$ cat config.mk
export PLATFORM = sky130hd
export DESIGN_NAME = cart_drive_decoder_flat
export DESIGN_NICKNAME = d
export VERILOG_FILES = /design/src/rtl/cart_drive_decoder_if.sv /design/src/rtl/cart_drive_decoder.sv /design/src/flat_wrapper.sv
export SDC_FILE = /design/constraint.sdc
export NUM_CORES = 1
export LEC_CHECK = 0
export BUFFER_PORTS_ARGS = -buffer_cell sky130_fd_sc_hd__buf_4
export CAP_MARGIN = 5
export CORE_UTILIZATION = 45
export CTS_BUF_LIST = sky130_fd_sc_hd__clkbuf_4
export DETAILED_ROUTE_END_ITERATION = 12
export PLACE_DENSITY_LB_ADDON = 0.3
export SLEW_MARGIN = 25
export SYNTH_ARGS = -nofsm -noshare
export SYNTH_HDL_FRONTEND = slang
export SYNTH_SLANG_ARGS = --single-unit
$ cat constraint.sdc
create_clock -name clk -period 6.11 [get_ports clk]
set_input_delay 1.5275 -clock clk [delete_from_list [all_inputs] [get_ports clk]]
set_output_delay 1.5275 -clock clk [all_outputs]
set_load 0.005 [all_outputs]
$ cat src/rtl/cart_drive_decoder_if.sv
// rtl/cart_drive_decoder_if.sv - command and motor/horn drive bundle for cart_drive_decoder
//
// Purpose: carries the game-state/command inputs and the registered H-bridge,
//          PWM and buzzer outputs between the game controller and the decoder.
// Signals:
//   state[2:0]          game FSM state (RACING = 4)
//   operation_code[2:0] NIL/FORWARD/BACKWARD/LEFT/RIGHT (5-7 read as NIL)
//   boost, honk         speed-up and horn requests
//   ain1, ain2          left motor direction bits
//   bin1, bin2          right motor direction bits
//   pwm_a, pwm_b        motor enable PWM (identical)
//   buzzer              horn square wave
//   duty[7:0]           currently applied duty
// Modports: master drives commands and observes outputs; slave is the decoder.
interface cart_drive_decoder_if;
    logic [2:0] state;
    logic [2:0] operation_code;
    logic       boost;
    logic       honk;
    logic       ain1;
    logic       ain2;
    logic       bin1;
    logic       bin2;
    logic       pwm_a;
    logic       pwm_b;
    logic       buzzer;
    logic [7:0] duty;

    modport master (
        output state, operation_code, boost, honk,
        input  ain1, ain2, bin1, bin2, pwm_a, pwm_b, buzzer, duty
    );

    modport slave (
        input  state, operation_code, boost, honk,
        output ain1, ain2, bin1, bin2, pwm_a, pwm_b, buzzer, duty
    );
endinterface

$ cat src/rtl/cart_drive_decoder.sv
// rtl/cart_drive_decoder.sv - cart motor direction/PWM ramp decoder with dead phase and horn
//
// Purpose: turns the game state and driver command into H-bridge direction
//          bits, a ramped PWM duty and a square-wave horn.
// Ports:
//   clk  system clock, all state on the rising edge
//   rst  synchronous active-high reset
//   bus  cart_drive_decoder_if.slave (commands in, registered drive out)
module cart_drive_decoder #(
    parameter int         RAMP_DIV     = 100000,
    parameter int         RAMP_STEP    = 8,
    parameter int         DEAD_CYCLES  = 50000,
    parameter logic [7:0] CRUISE_DUTY  = 8'd160,
    parameter logic [7:0] BOOST_DUTY   = 8'd240,
    parameter logic [7:0] REVERSE_DUTY = 8'd128,
    parameter logic [7:0] TURN_DUTY    = 8'd120,
    parameter int         HONK_HOLD    = 25000000,
    parameter int         TONE_HALF    = 113636
) (
    input  logic                 clk,
    input  logic                 rst,
    cart_drive_decoder_if.slave  bus
);

    localparam int RAMP_W = $clog2(RAMP_DIV);
    localparam int DEAD_W = $clog2(DEAD_CYCLES + 1);
    localparam int HONK_W = $clog2(HONK_HOLD + 1);
    localparam int TONE_W = $clog2(TONE_HALF + 1);

    localparam logic [RAMP_W-1:0] RAMP_LAST = RAMP_W'(RAMP_DIV - 1);
    localparam logic [DEAD_W-1:0] DEAD_LOAD = DEAD_W'(DEAD_CYCLES);
    localparam logic [DEAD_W-1:0] DEAD_ONE  = DEAD_W'(1);
    localparam logic [HONK_W-1:0] HONK_LOAD = HONK_W'(HONK_HOLD);
    localparam logic [TONE_W-1:0] TONE_LAST = TONE_W'(TONE_HALF - 1);
    localparam logic [8:0]        STEP9     = 9'(RAMP_STEP);

    localparam logic [2:0] OP_NIL   = 3'd0;
    localparam logic [2:0] OP_FWD   = 3'd1;
    localparam logic [2:0] OP_BWD   = 3'd2;
    localparam logic [2:0] OP_LEFT  = 3'd3;
    localparam logic [2:0] OP_RIGHT = 3'd4;
    localparam logic [2:0] ST_RACING = 3'd4;

    typedef enum logic [1:0] {
        S_STOP = 2'd0,
        S_RUN  = 2'd1,
        S_DEAD = 2'd2
    } fsm_t;

    fsm_t              fsm, fsm_next;
    logic [2:0]        dir, dir_next;
    logic [DEAD_W-1:0] dead_cnt, dead_next;
    logic [7:0]        duty_q, duty_next;
    logic [RAMP_W-1:0] ramp_cnt;
    logic [7:0]        pwm_cnt, pwm_cnt_next;
    logic [3:0]        dir_bits_q, dir_bits_next;
    logic              pwm_q;
    logic [HONK_W-1:0] honk_tmr, honk_next;
    logic [TONE_W-1:0] tone_cnt, tone_next;
    logic              buz_q, buz_next;

    logic [2:0]        op;
    logic              racing;
    logic              tick;
    logic [7:0]        target;
    logic [7:0]        ramped;
    logic [8:0]        up_sum;

    // Unused opcodes collapse to NIL so they can never start the motors.
    assign op     = (bus.operation_code > OP_RIGHT) ? OP_NIL : bus.operation_code;
    assign racing = (bus.state == ST_RACING);
    assign tick   = (ramp_cnt == RAMP_LAST);
    assign pwm_cnt_next = pwm_cnt + 8'd1;

    // Target duty follows the latched direction; boost only matters going forward.
    always_comb begin
        target = 8'd0;
        case (dir)
            OP_FWD:   target = bus.boost ? BOOST_DUTY : CRUISE_DUTY;
            OP_BWD:   target = REVERSE_DUTY;
            OP_LEFT,
            OP_RIGHT: target = TURN_DUTY;
            default:  target = 8'd0;
        endcase
    end

    // One ramp step toward target, computed in 9 bits and clamped so it never overshoots.
    always_comb begin
        up_sum = {1'b0, duty_q} + STEP9;
        ramped = duty_q;
        if (duty_q < target) begin
            ramped = (up_sum >= {1'b0, target}) ? target : up_sum[7:0];
        end else if (duty_q > target) begin
            ramped = ({1'b0, duty_q} >= ({1'b0, target} + STEP9)) ? (duty_q - STEP9[7:0]) : target;
        end
    end

    // Motor FSM next state. Leaving RACING wins over every other transition.
    always_comb begin
        fsm_next  = fsm;
        dir_next  = dir;
        dead_next = dead_cnt;
        duty_next = duty_q;
        if (!racing) begin
            fsm_next  = S_STOP;
            duty_next = 8'd0;
            dead_next = '0;
        end else begin
            case (fsm)
                S_STOP: begin
                    duty_next = 8'd0;
                    if (op != OP_NIL) begin
                        dir_next = op;
                        fsm_next = S_RUN;
                    end
                end
                S_RUN: begin
                    if (op != dir) begin
                        fsm_next  = S_DEAD;
                        dead_next = DEAD_LOAD;
                        duty_next = 8'd0;
                    end else if (tick) begin
                        duty_next = ramped;
                    end
                end
                S_DEAD: begin
                    duty_next = 8'd0;
                    if (dead_cnt <= DEAD_ONE) begin
                        dead_next = '0;
                        if (op != OP_NIL) begin
                            dir_next = op;
                            fsm_next = S_RUN;
                        end else begin
                            fsm_next = S_STOP;
                        end
                    end else begin
                        dead_next = dead_cnt - 1'b1;
                    end
                end
                default: begin
                    fsm_next  = S_STOP;
                    duty_next = 8'd0;
                end
            endcase
        end
    end

    // Direction bits are registered from the next state so they change on the
    // same edge that latches a direction or enters the dead phase.
    always_comb begin
        dir_bits_next = 4'b0000;
        if (fsm_next == S_RUN) begin
            case (dir_next)
                OP_FWD:   dir_bits_next = 4'b1010;
                OP_BWD:   dir_bits_next = 4'b0101;
                OP_LEFT:  dir_bits_next = 4'b0110;
                OP_RIGHT: dir_bits_next = 4'b1001;
                default:  dir_bits_next = 4'b0000;
            endcase
        end
    end

    // Horn: hold timer plus tone divider. The tone is gated on the next timer
    // value so the buzzer is low in exactly the cycles where the timer is zero.
    always_comb begin
        honk_next = honk_tmr;
        tone_next = tone_cnt;
        buz_next  = buz_q;
        if (!racing) begin
            honk_next = '0;
        end else if (bus.honk) begin
            honk_next = HONK_LOAD;
        end else if (honk_tmr != '0) begin
            honk_next = honk_tmr - 1'b1;
        end

        if (honk_next == '0) begin
            tone_next = '0;
            buz_next  = 1'b0;
        end else if (tone_cnt >= TONE_LAST) begin
            tone_next = '0;
            buz_next  = ~buz_q;
        end else begin
            tone_next = tone_cnt + 1'b1;
        end
    end

    always_ff @(posedge clk) begin
        if (rst) begin
            fsm        <= S_STOP;
            dir        <= OP_NIL;
            dead_cnt   <= '0;
            duty_q     <= 8'd0;
            ramp_cnt   <= '0;
            pwm_cnt    <= 8'd0;
            dir_bits_q <= 4'b0000;
            pwm_q      <= 1'b0;
            honk_tmr   <= '0;
            tone_cnt   <= '0;
            buz_q      <= 1'b0;
        end else begin
            fsm        <= fsm_next;
            dir        <= dir_next;
            dead_cnt   <= dead_next;
            duty_q     <= duty_next;
            ramp_cnt   <= tick ? '0 : ramp_cnt + 1'b1;
            pwm_cnt    <= pwm_cnt_next;
            dir_bits_q <= dir_bits_next;
            pwm_q      <= (pwm_cnt_next < duty_next);
            honk_tmr   <= honk_next;
            tone_cnt   <= tone_next;
            buz_q      <= buz_next;
        end
    end

    assign bus.ain1   = dir_bits_q[3];
    assign bus.ain2   = dir_bits_q[2];
    assign bus.bin1   = dir_bits_q[1];
    assign bus.bin2   = dir_bits_q[0];
    assign bus.pwm_a  = pwm_q;
    assign bus.pwm_b  = pwm_q;
    assign bus.buzzer = buz_q;
    assign bus.duty   = duty_q;

endmodule

$ cat src/flat_wrapper.sv
// flat-port wrapper written by rule: the top's interface ports become plain ports
module cart_drive_decoder_flat 
#(
    parameter int         RAMP_DIV     = 100000,
    parameter int         RAMP_STEP    = 8,
    parameter int         DEAD_CYCLES  = 50000,
    parameter logic [7:0] CRUISE_DUTY  = 8'd160,
    parameter logic [7:0] BOOST_DUTY   = 8'd240,
    parameter logic [7:0] REVERSE_DUTY = 8'd128,
    parameter logic [7:0] TURN_DUTY    = 8'd120,
    parameter int         HONK_HOLD    = 25000000,
    parameter int         TONE_HALF    = 113636
)
  (clk, rst, bus_state, bus_operation_code, bus_boost, bus_honk, bus_ain1, bus_ain2, bus_bin1, bus_bin2, bus_pwm_a, bus_pwm_b, bus_buzzer, bus_duty);
  cart_drive_decoder_if bus_i ();
  input  logic clk;
  input  logic rst;
  input wire logic [$bits(bus_i.state)-1:0] bus_state;
  input wire logic [$bits(bus_i.operation_code)-1:0] bus_operation_code;
  input wire logic [$bits(bus_i.boost)-1:0] bus_boost;
  input wire logic [$bits(bus_i.honk)-1:0] bus_honk;
  output wire logic [$bits(bus_i.ain1)-1:0] bus_ain1;
  output wire logic [$bits(bus_i.ain2)-1:0] bus_ain2;
  output wire logic [$bits(bus_i.bin1)-1:0] bus_bin1;
  output wire logic [$bits(bus_i.bin2)-1:0] bus_bin2;
  output wire logic [$bits(bus_i.pwm_a)-1:0] bus_pwm_a;
  output wire logic [$bits(bus_i.pwm_b)-1:0] bus_pwm_b;
  output wire logic [$bits(bus_i.buzzer)-1:0] bus_buzzer;
  output wire logic [$bits(bus_i.duty)-1:0] bus_duty;
  assign bus_i.state = bus_state;
  assign bus_i.operation_code = bus_operation_code;
  assign bus_i.boost = bus_boost;
  assign bus_i.honk = bus_honk;
  assign bus_ain1 = bus_i.ain1;
  assign bus_ain2 = bus_i.ain2;
  assign bus_bin1 = bus_i.bin1;
  assign bus_bin2 = bus_i.bin2;
  assign bus_pwm_a = bus_i.pwm_a;
  assign bus_pwm_b = bus_i.pwm_b;
  assign bus_buzzer = bus_i.buzzer;
  assign bus_duty = bus_i.duty;
  cart_drive_decoder #(.RAMP_DIV(RAMP_DIV), .RAMP_STEP(RAMP_STEP), .DEAD_CYCLES(DEAD_CYCLES), .CRUISE_DUTY(CRUISE_DUTY), .BOOST_DUTY(BOOST_DUTY), .REVERSE_DUTY(REVERSE_DUTY), .TURN_DUTY(TURN_DUTY), .HONK_HOLD(HONK_HOLD), .TONE_HALF(TONE_HALF)) u_core (.clk(clk), .rst(rst), .bus(bus_i));
endmodule
==> results.tsv, run 1 <==
metric	value	unit
startpoint class of the critical path	flip-flop	
via count	5004	
Post-CTS Setup Bufs	0	
Cell Rows	41	
Initial Util	46.0	%
RSZ-0062 raised after global routing	no	
pwr dens	194	nW/µm²
HP Class	flip-flop to flip-flop	
commonest non-fill, non-tap cell in the layout	nor2_1	
Gate Count Post-Synth	716	
fin crit period	4.57	ns
outcome	completed	
GRT Util Overall	19.6	%
pre-CTS setup slack	1.15	ns
EDFF count, synth	0	
# diodes	0	
number of unique standard cell types used by synthesis	61	
CTS tree	built	
worst path arrival time	5.00	ns
routed length per instance	13.8	µm
Post-CTS Resized	0	
Core Region	12600	µm²
Yosys reg bits	102	
Post-CTS Hold Fix Bufs	0	
layout cells sized above 1	8.74	%
vias in the first global route	4639	
worst hold path depth	1	
critical path peak fanout	9	
Vert. Die Dim	115	µm
Hold Startpoint	u_core.tone_cnt[0]$_SDFF_PP0_	
Detail Route Antenna Nets	0	
Slew Limit Fails	0	
Max VDD drop	84.6	µV
H-tree depth	3	
CTS Buffer Depth	2	
WP data required	6.54	ns
area grow syn2layout	7.17	%
Reg2Reg Setup Slack	1.54	ns
Root Buffer	clkbuf_4	
io pins	25	
Leak	2.41	nW
GPL Wtd Cong	0.863	
# setup viols final	0	
DR vias/cell	5.54	
Rel. slew slack	43.2	%
CTS Sinks	102	
port buffer count	24	
final WL	12500	µm
post-synthesis async set-or-reset flop share	0	%
total grt overflow	0	
final critical-path setup slack	1.54	ns
Setup Crit Path Kind	flip-flop to flip-flop	
syn nets	756	
Clk pin slew, worst setup/hold paths	0.16	ns
Final nets	767	
commonest non-fill, non-tap cells in the layout	108 x nor2_1, 102 x dfxtp_1, 57 x nand2_1, 44 x a21oi_1, 31 x xor2_1	
Critical R2R Capture	u_core.bus.pwm_a$_SDFF_PP0_	
worst-case reg-to-reg path depth	18	
RR Startpoint	u_core.dir[2]$_SDFF_PP0_	
post-route clock skew	0.0111	ns
synth warn	0	
initial antenna violation count	0	
DIE WIDTH	115	µm
first-pass GRT wire length	20900	µm
sequential share of the synthesized area	35.4	%
Slew @ Worst Pin	0.846	ns
Min-Delay Endpoint	u_core.tone_cnt[0]$_SDFF_PP0_	
synthesized cell area	5780	µm²
fmax	219	MHz
pin count of the biggest net entering global routing	29	
hpwl dp	9170	µm
MaxCap Viol Count	0	
die area	13300	µm²
Main synth FF type	dfxtp_1	
setup TNS	0	ns
first drt pass iteration count	5	
Mapped Avg Cell Area	8.07	µm²
clock latency on the worst-skew pair	0.47	ns
hold slack final	0.487	ns
# DRC	0	
CTS Buf Count	9	
crit end category	flip-flop	
Hold Fails Final Rpt	0	
1st-iter DRT viols	299	
Period Utilization, post-route	74.9	%
==> Yosys cell counts, types with 3 or more instances <==
| master | instances | area share, % |
|---|---|---|
| a211o_1 | 6 | 0.91 |
| a211oi_1 | 9 | 1.2 |
| a21o_1 | 9 | 1.2 |
| a21oi_1 | 44 | 3.8 |
| a22oi_1 | 3 | 0.39 |
| a31oi_1 | 3 | 0.32 |
| and2_1 | 3 | 0.32 |
| and3_1 | 10 | 1.1 |
| clkbuf_1 | 20 | 1.3 |
| dfxtp_1 | 102 | 35 |
| ha_1 | 30 | 6.5 |
| inv_1 | 22 | 1.4 |
| mux2i_1 | 6 | 1.0 |
| nand2_1 | 57 | 3.7 |
| nand2b_1 | 7 | 0.76 |
| nand3_1 | 25 | 2.2 |
| nand4_1 | 12 | 1.3 |
| nand4b_1 | 3 | 0.46 |
| nor2_1 | 108 | 7.0 |
| nor2b_1 | 22 | 2.4 |
| nor3_1 | 22 | 1.9 |
| nor3b_1 | 5 | 0.65 |
| nor4_1 | 13 | 1.4 |
| nor4_2 | 3 | 0.65 |
| o211ai_1 | 4 | 0.52 |
| o21ai_0 | 30 | 2.6 |
| o21bai_1 | 3 | 0.39 |
| o31ai_1 | 5 | 0.65 |
| o41ai_1 | 4 | 0.61 |
| or2_2 | 8 | 0.87 |
| or3_1 | 18 | 1.9 |
| or3b_2 | 3 | 0.46 |
| or4_1 | 8 | 1.0 |
| xnor2_1 | 26 | 3.9 |
| xor2_1 | 31 | 4.7 |
==> stage by stage <==
step | instances | power (W) | utilization, % | cell area [µm²]
floorplan | 716 | 0.000855 | - | 5780
finish | 904 | 0.00120 | 49.2 | 6190
global route | 904 | 0.00126 | 49.2 | 6190
detailed placement | 888 | 0.000895 | 48.3 | 6070
global placement | 888 | 0.000891 | 48.3 | 6070
CTS | 904 | 0.00121 | 49.2 | 6190
==> metal layers <==
layer  routed length (µm)  track usage, %  vias up
met5                    0               0        -
met4                  215            7.53        0
met3                  385            3.11       15
met2                 5770            32.3       73
met1                 6110            25.7     2363
li1                     -               -     2553
==> sequential cells by signal (all words and copies together), names as in the netlist <==
register,count
u_core.dead_cnt,16
u_core.honk_tmr,25
u_core.dir_bits_q,4
u_core.pwm_cnt,8
u_core.fsm,2
u_core.bus.pwm_a,1
u_core.ramp_cnt,17
u_core.dir,3
u_core.bus.buzzer,1
u_core.tone_cnt,17
u_core.bus.duty,8
==> worst max path at each step <==
| stage | start | end | slack, ns | cells after the start |
|---|---|---|---|---|
| floorplan | bus_boost | u_core.bus.pwm_a$_SDFF_PP0_ | 1.67 | 15 |
| global placement | bus_boost | u_core.bus.pwm_a$_SDFF_PP0_ | 1.26 | 16 |
| detailed placement | bus_boost | u_core.bus.pwm_a$_SDFF_PP0_ | 1.15 | 16 |
| CTS | u_core.dir[2]$_SDFF_PP0_ | u_core.bus.pwm_a$_SDFF_PP0_ | 1.55 | 18 |
| global route | u_core.dir[2]$_SDFF_PP0_ | u_core.bus.pwm_a$_SDFF_PP0_ | 1.09 | 18 |
| finish | u_core.dir[2]$_SDFF_PP0_ | u_core.bus.pwm_a$_SDFF_PP0_ | 1.54 | 18 |
==> cell type report <==
type / count / area (µm²)
fill: 1255 / 6380
multi-input combinational: 567 / 3540
sequential: 102 / 2040
tap: 172 / 215
timing repair buffer: 25 / 188
inverter: 22 / 82.6
clock buffer: 9 / 67.6
clock inverter: 7 / 51.3
==> critical path: stages, from the launching register on <==
cell      delay, ns
dfxtp_1        0.49
or3b_2         0.46
o21ai_1        0.33
nor2_1         0.18
ha_1           0.34
a21o_1         0.18
a21o_1         0.17
a211oi_1       0.69
nand2_1        0.15
nor2_1         0.14
a211oi_1       0.06
a21o_1         0.19
a211o_1        0.27
ha_1           0.31
a21oi_1        0.14
nor2b_1        0.06
o21ai_0        0.14
o211ai_1       0.10
a21oi_1        0.11
==> report_power, final <==
part | switching (W) | internal (W) | leakage (nW)
Combinational | 0.000119 | 0.0000773 | 1.52
Sequential | 0.0000108 | 0.000675 | 0.824
Clock | 0.000233 | 0.0000845 | 0.0635
Total | 0.000363 | 0.000837 | 2.41
==> cell families (layout without fill, tap and decap cells) <==
logic type      after synthesis  count (layout)  synth area share [%]
compound gates              135             135                  15.0
xor+xnor                     57              57                  8.64
fa+ha+maj                    30              30                  6.50
buf+inv                      47              63                  3.29
flops                       102             102                  35.4
mux                           6               6                  1.04
simple gates                339             339                  30.2
Power figures use the tool's default switching activity.
==> inputs of run 2 (changes only) <==
ABC_AREA = 1   (was unset)
clock period = 4.4 ns   (was 6.11 ns; I/O delays follow)
==> run 2 against run 1 <==
Area after synthesis rose by 5.6%; largest cell class unchanged; design area up 5.4%; sequential cell count unchanged; global-route usage up 0.35 points.
==> results.tsv, run 2 <==
metric	value	unit
final WL	13400	µm
Cell Rows	42	
clock latency on the worst-skew pair	0.47	ns
Post-CTS Resized	0	
CTS tree	built	
critical path peak fanout	7	
DR vias/cell	5.08	
fin crit period	3.77	ns
Post-CTS Setup Bufs	0	
outcome	completed	
io pins	25	
Vert. Die Dim	118	µm
vias in the first global route	5074	
port buffer count	24	
MaxCap Viol Count	0	
synth cell count leaders	183 x nand2_1, 172 x nor2_1, 117 x inv_1, 102 x dfxtp_1, 53 x a21oi_1	
CTS Buffer Depth	2	
DIE WIDTH	118	µm
EDFF count, synth	0	
Top Registers	u_core.honk_tmr: 25 flops, u_core.ramp_cnt: 17 flops, u_core.tone_cnt: 17 flops	
number of unique standard cell types used by synthesis	41	
Root Buffer	clkbuf_4	
post-route insts no fill	1110	
Hold Fails Final Rpt	0	
Post-CTS Hold Fix Bufs	0	
Final nets	970	
Period Utilization, post-route	85.7	%
post-synthesis async set-or-reset flop share	0	%
pwr dens	270	nW/µm²
first drt pass iteration count	5	
pin count of the biggest net entering global routing	41	
commonest non-fill, non-tap cell in the layout	nand2_1	
Slew Limit Fails	0	
GRT Util Overall	19.9	%
# diodes	0	
sw frac	32.2	%
register share of total power	54.3	%
Yosys reg bits	102	
post-route clock skew	0.0148	ns
most frequent cell after synthesis	nand2_1	
CTS Sinks	102	
WP data required	4.80	ns
synth top area cells	dfxtp_1 33%, nand2_1 11%, nor2_1 11%, inv_1 7.2%, ha_1 6.2%	
setup TNS	0	ns
Most flops, register	u_core.honk_tmr	
hpwl dp	10000	µm
H-tree depth	3	
Reg2Reg Setup Slack	0.63	ns
die area	14000	µm²
Synth area leader	dfxtp_1	
via count	5643	
Cells after DPL	1095	
synthesized cell area	6100	µm²
NetSw	0.000566	W
total grt overflow	0	
RSZ-0062 raised after global routing	no	
Final Util	49.3	%
Logic pwr share	21.3	%
Cell Area, Placed	6420	µm²
layout cells sized above 1	7.17	%
worst path arrival time	4.17	ns
HP Class	flip-flop to flip-flop	
synth warn	0	
sequential share of the synthesized area	33.5	%
Main synth FF type	dfxtp_1	
Setup Crit Path Kind	flip-flop to flip-flop	
Detail Route Antenna Nets	0	
commonest non-fill, non-tap cells in the layout	183 x nand2_1, 172 x nor2_1, 117 x inv_1, 102 x dfxtp_1, 53 x a21oi_1	
first-pass GRT wire length	23000	µm
# DRC	0	
Clk pin slew, worst setup/hold paths	0.14	ns
hold slack final	0.466	ns
GPL Wtd Cong	0.909	
Internal	0.00119	W
CTS Buf Count	9	
crit end category	flip-flop	
post-route cell area	6530	µm²
Gate Count Post-Synth	909	
syn nets	949	
Max VDD drop	157	µV
share of the synthesized area in the top cell type	33.5	%
Leak	2.98	nW
startpoint class of the critical path	flip-flop	
# setup viols final	0	
1st-iter DRT viols	391	
Initial Util	46.1	%
Rel. slew slack	42.2	%
area grow syn2layout	6.95	%
Clk network pwr share	24.4	%
fmax	265	MHz
Slew @ Worst Pin	0.864	ns
Mapped Avg Cell Area	6.71	µm²
max reg flops	25	
Core Region	13200	µm²
routed length per instance	12.1	µm
initial antenna violation count	0	
==> run 2: path summary, 6_finish.rpt <==
path / from / end / cells after the start
worst min-delay path: u_core.tone_cnt[0]$_SDFF_PP0_ / u_core.tone_cnt[0]$_SDFF_PP0_ / 1
worst max register to register: u_core.dir[0]$_SDFF_PP0_ / u_core.bus.pwm_a$_SDFF_PP0_ / 20
worst min register to register: u_core.tone_cnt[0]$_SDFF_PP0_ / u_core.tone_cnt[0]$_SDFF_PP0_ / 1
worst max-delay path: u_core.dir[0]$_SDFF_PP0_ / u_core.bus.pwm_a$_SDFF_PP0_ / 20
==> run 2: final cells by class <==
cell class / instances / area [µm²]
clock inverter: 4 / 25.0
clock buffer: 11 / 82.6
tap: 176 / 220
sequential: 102 / 2040
inverter: 119 / 447
fill: 1378 / 6720
timing repair buffer: 25 / 188
multi-input combinational: 673 / 3520
==> run 2: power by group through the flow <==
stage	sequential (W)	combinational, W	clock, W
5_1_grt	0.000958	0.000424	0.000489
4_1_cts	0.000956	0.000372	0.000458
2_1_floorplan	0.000972	0.000310	0
3_5_place_dp	0.000976	0.000371	0
6_report	0.000955	0.000376	0.000429
3_3_place_gp	0.000975	0.000368	0
==> run 2: critical path: stages, from the launching register on <==
cell,delay (ns)
dfxtp_1,0.36
inv_1,0.15
o21ai_0,0.14
o21ai_1,0.21
inv_1,0.23
a21oi_1,0.47
ha_1,0.20
nand2_1,0.05
inv_1,0.05
nand3_1,0.09
o211ai_1,0.40
inv_1,0.22
a21oi_1,0.15
o21ai_0,0.09
nand2_1,0.08
nand2_1,0.05
o211ai_1,0.12
ha_1,0.28
a21oi_1,0.13
o211ai_1,0.09
a21oi_1,0.14
==> run 2: metrics by stage <==
stage | total power (W) | setup WS, ns
floorplan | 0.00128 | 1.11
CTS | 0.00179 | 0.681
global route | 0.00187 | 0.222
detailed placement | 0.00135 | 0.579
global placement | 0.00134 | 0.676
finish | 0.00176 | 0.628
==> run 2: layer usage <==
layer | GRT usage (%) | vias up | wire length (µm)
li1 | - | 2962 | -
met5 | 0 | - | 0
met3 | 4.39 | 14 | 692
met4 | 5.54 | 0 | 157
met1 | 26.5 | 2543 | 6470
met2 | 32.4 | 124 | 6110
==> run 2: cells by family (layout without fill, tap and decap cells) <==
| logic type | count (synthesis) | in the layout | share of synthesized area, % |
|---|---|---|---|
| flip-flops | 102 | 102 | 33.5 |
| AND/OR/NAND/NOR | 482 | 482 | 34.1 |
| adder cells (fa/ha/maj) | 30 | 30 | 6.15 |
| buffers and inverters | 134 | 159 | 8.82 |
| XOR/XNOR | 48 | 48 | 6.89 |
| AO/OA/AOI/OAI | 113 | 113 | 10.6 |
==> inputs of run 3 (changes only) <==
CORE_UTILIZATION = 50   (was 45)
==> run 3 against run 2 <==
Fmax grew 0.52%; sequential power about the same; clock-buffer cell count unchanged; design area about the same; routed wire length decreased by 2.3%; worst hold slack barely moved; worst setup slack better by 0.019 ns; critical path depth fell by 1; critical endpoint unchanged; highest routed layer unchanged.
==> results.tsv, run 3 (synthesis results as in run 2) <==
metric	value	unit
Rel. slew slack	42.9	%
Core Region	11700	µm²
Hold Fails Final Rpt	0	
final WL	13100	µm
post-route clock skew	0.0206	ns
pwr dens	281	nW/µm²
Post-CTS Hold Fix Bufs	0	
crit end category	flip-flop	
CTS Sinks	102	
via count	5621	
max incr delay on CP	0.43	ns
Most flops, register	u_core.honk_tmr	
Slew @ Worst Pin	0.853	ns
CTS Buffer Depth	2	
startpoint class of the critical path	flip-flop	
DIE WIDTH	112	µm
Top Registers	u_core.honk_tmr: 25 flops, u_core.ramp_cnt: 17 flops, u_core.tone_cnt: 17 flops	
CP top delay family	compound AO/OA/AOI/OAI gates	
# DRC	0	
total grt overflow	0	
routed length per instance	12.2	µm
Final nets	971	
MaxCap Viol Count	0	
Critical-path top delay cell	dfxtp_1	
commonest non-fill, non-tap cell in the layout	nand2_1	
first-pass GRT wire length	23000	µm
die area	12600	µm²
setup TNS	0	ns
clock latency on the worst-skew pair	0.48	ns
final total power	0.00183	W
1st-iter DRT viols	342	
fin crit period	3.75	ns
area grow syn2layout	6.93	%
Post-CTS Setup Bufs	0	
critical path peak fanout	7	
GPL Wtd Cong	0.934	
outcome	completed	
Cell Rows	39	
crit path buf inv count	4	
Cells after DPL	1063	
# setup viols final	0	
H-tree depth	3	
Initial Util	52.3	%
Period Utilization, post-route	85.3	%
post-route insts no fill	1079	
Leak	3.00	nW
initial antenna violation count	0	
io pins	25	
Slew Limit Fails	0	
# diodes	0	
vias in the first global route	5131	
fmax	267	MHz
pin count of the biggest net entering global routing	41	
RSZ-0062 raised after global routing	no	
max reg flops	25	
CTS tree	built	
DR vias/cell	5.21	
Root Buffer	clkbuf_4	
CP Cell Sequence	inv_1 > o21ai_0 > o21ai_1 > inv_1 > a21oi_1 > ha_1 > nand2_1 > inv_1 > nand3_1 > o211ai_1 > inv_1 > nand2_1 > nand2_1 > a21boi_0 > o21ai_1 > ha_1 > a21oi_1 > nand2_1 > a21oi_1	
WP data required	4.82	ns
GRT Util Overall	22.3	%
fillers	1140	
Detail Route Antenna Nets	0	
Vert. Die Dim	112	µm
hpwl dp	9750	µm
Setup Crit Path Kind	flip-flop to flip-flop	
first drt pass iteration count	5	
layout cells sized above 1	7.59	%
worst path arrival time	4.18	ns
HP Class	flip-flop to flip-flop	
Max VDD drop	226	µV
Clk pin slew, worst setup/hold paths	0.16	ns
port buffer count	24	
Post-CTS Resized	0	
commonest non-fill, non-tap cells in the layout	183 x nand2_1, 172 x nor2_1, 117 x inv_1, 102 x dfxtp_1, 53 x a21oi_1	
CTS Buf Count	9	
==> run 3: changes by cell type in the layout (fill, tap and decap cells not counted) <==
| cell | previous run | this run |
|---|---|---|
| clkinv_2 | 0 | 2 |
| bufinv_16 | 0 | 1 |
| buf_4 | 25 | 26 |
| clkinv_4 | 2 | 1 |
| inv_6 | 0 | 1 |
| clkinv_1 | 4 | 2 |
==> run 3: layout make-up <==
class,count,area [µm²],area share (%)
multi-input combinational,673,3520,54.0
sequential,102,2040,31.3
clock inverter,5,57.6,0.882
clock buffer,11,82.6,1.27
inverter,119,447,6.85
tap,143,179,2.74
timing repair buffer,26,195,2.99
==> run 3: final timing paths <==
| kind | from | end | slack [ns] | depth (start not counted) |
|---|---|---|---|---|
| worst max-delay path | u_core.dir[1]$_SDFF_PP0_ | u_core.bus.pwm_a$_SDFF_PP0_ | 0.65 | 19 |
| worst min-delay path | u_core.tone_cnt[0]$_SDFF_PP0_ | u_core.tone_cnt[0]$_SDFF_PP0_ | 0.47 | 1 |
| worst max register to register | u_core.dir[1]$_SDFF_PP0_ | u_core.bus.pwm_a$_SDFF_PP0_ | 0.65 | 19 |
| worst min register to register | u_core.tone_cnt[0]$_SDFF_PP0_ | u_core.tone_cnt[0]$_SDFF_PP0_ | 0.47 | 1 |
==> run 3: metrics by stage <==
step           setup slack, ns  area [µm²]  hold WS (ns)  utilization (%)
2_1_floorplan             1.11        6100         0.417                -
3_3_place_gp             0.664        6380         0.432             54.7
3_5_place_dp             0.585        6380         0.444             54.7
4_1_cts                  0.722        6520         0.465             55.9
5_1_grt                  0.292        6520         0.480             55.9
6_report                 0.648        6520         0.466             55.9
==> run 3: per-layer routing <==
metal	share of wire, %	GRT usage (%)	up-vias	wire length (µm)
li1	-	-	2984	-
met1	50	29.4	2501	6500
met2	44	37.0	120	5820
met3	5.0	5.08	16	653
met4	1.1	5.51	0	140
met5	0	0	-	0
==> run 3: report_power, final <==
part           total [W]  internal, W  switching, W
logic           0.000371     0.000128      0.000242
registers       0.000955     0.000941     0.0000141
clock network   0.000506     0.000188      0.000318
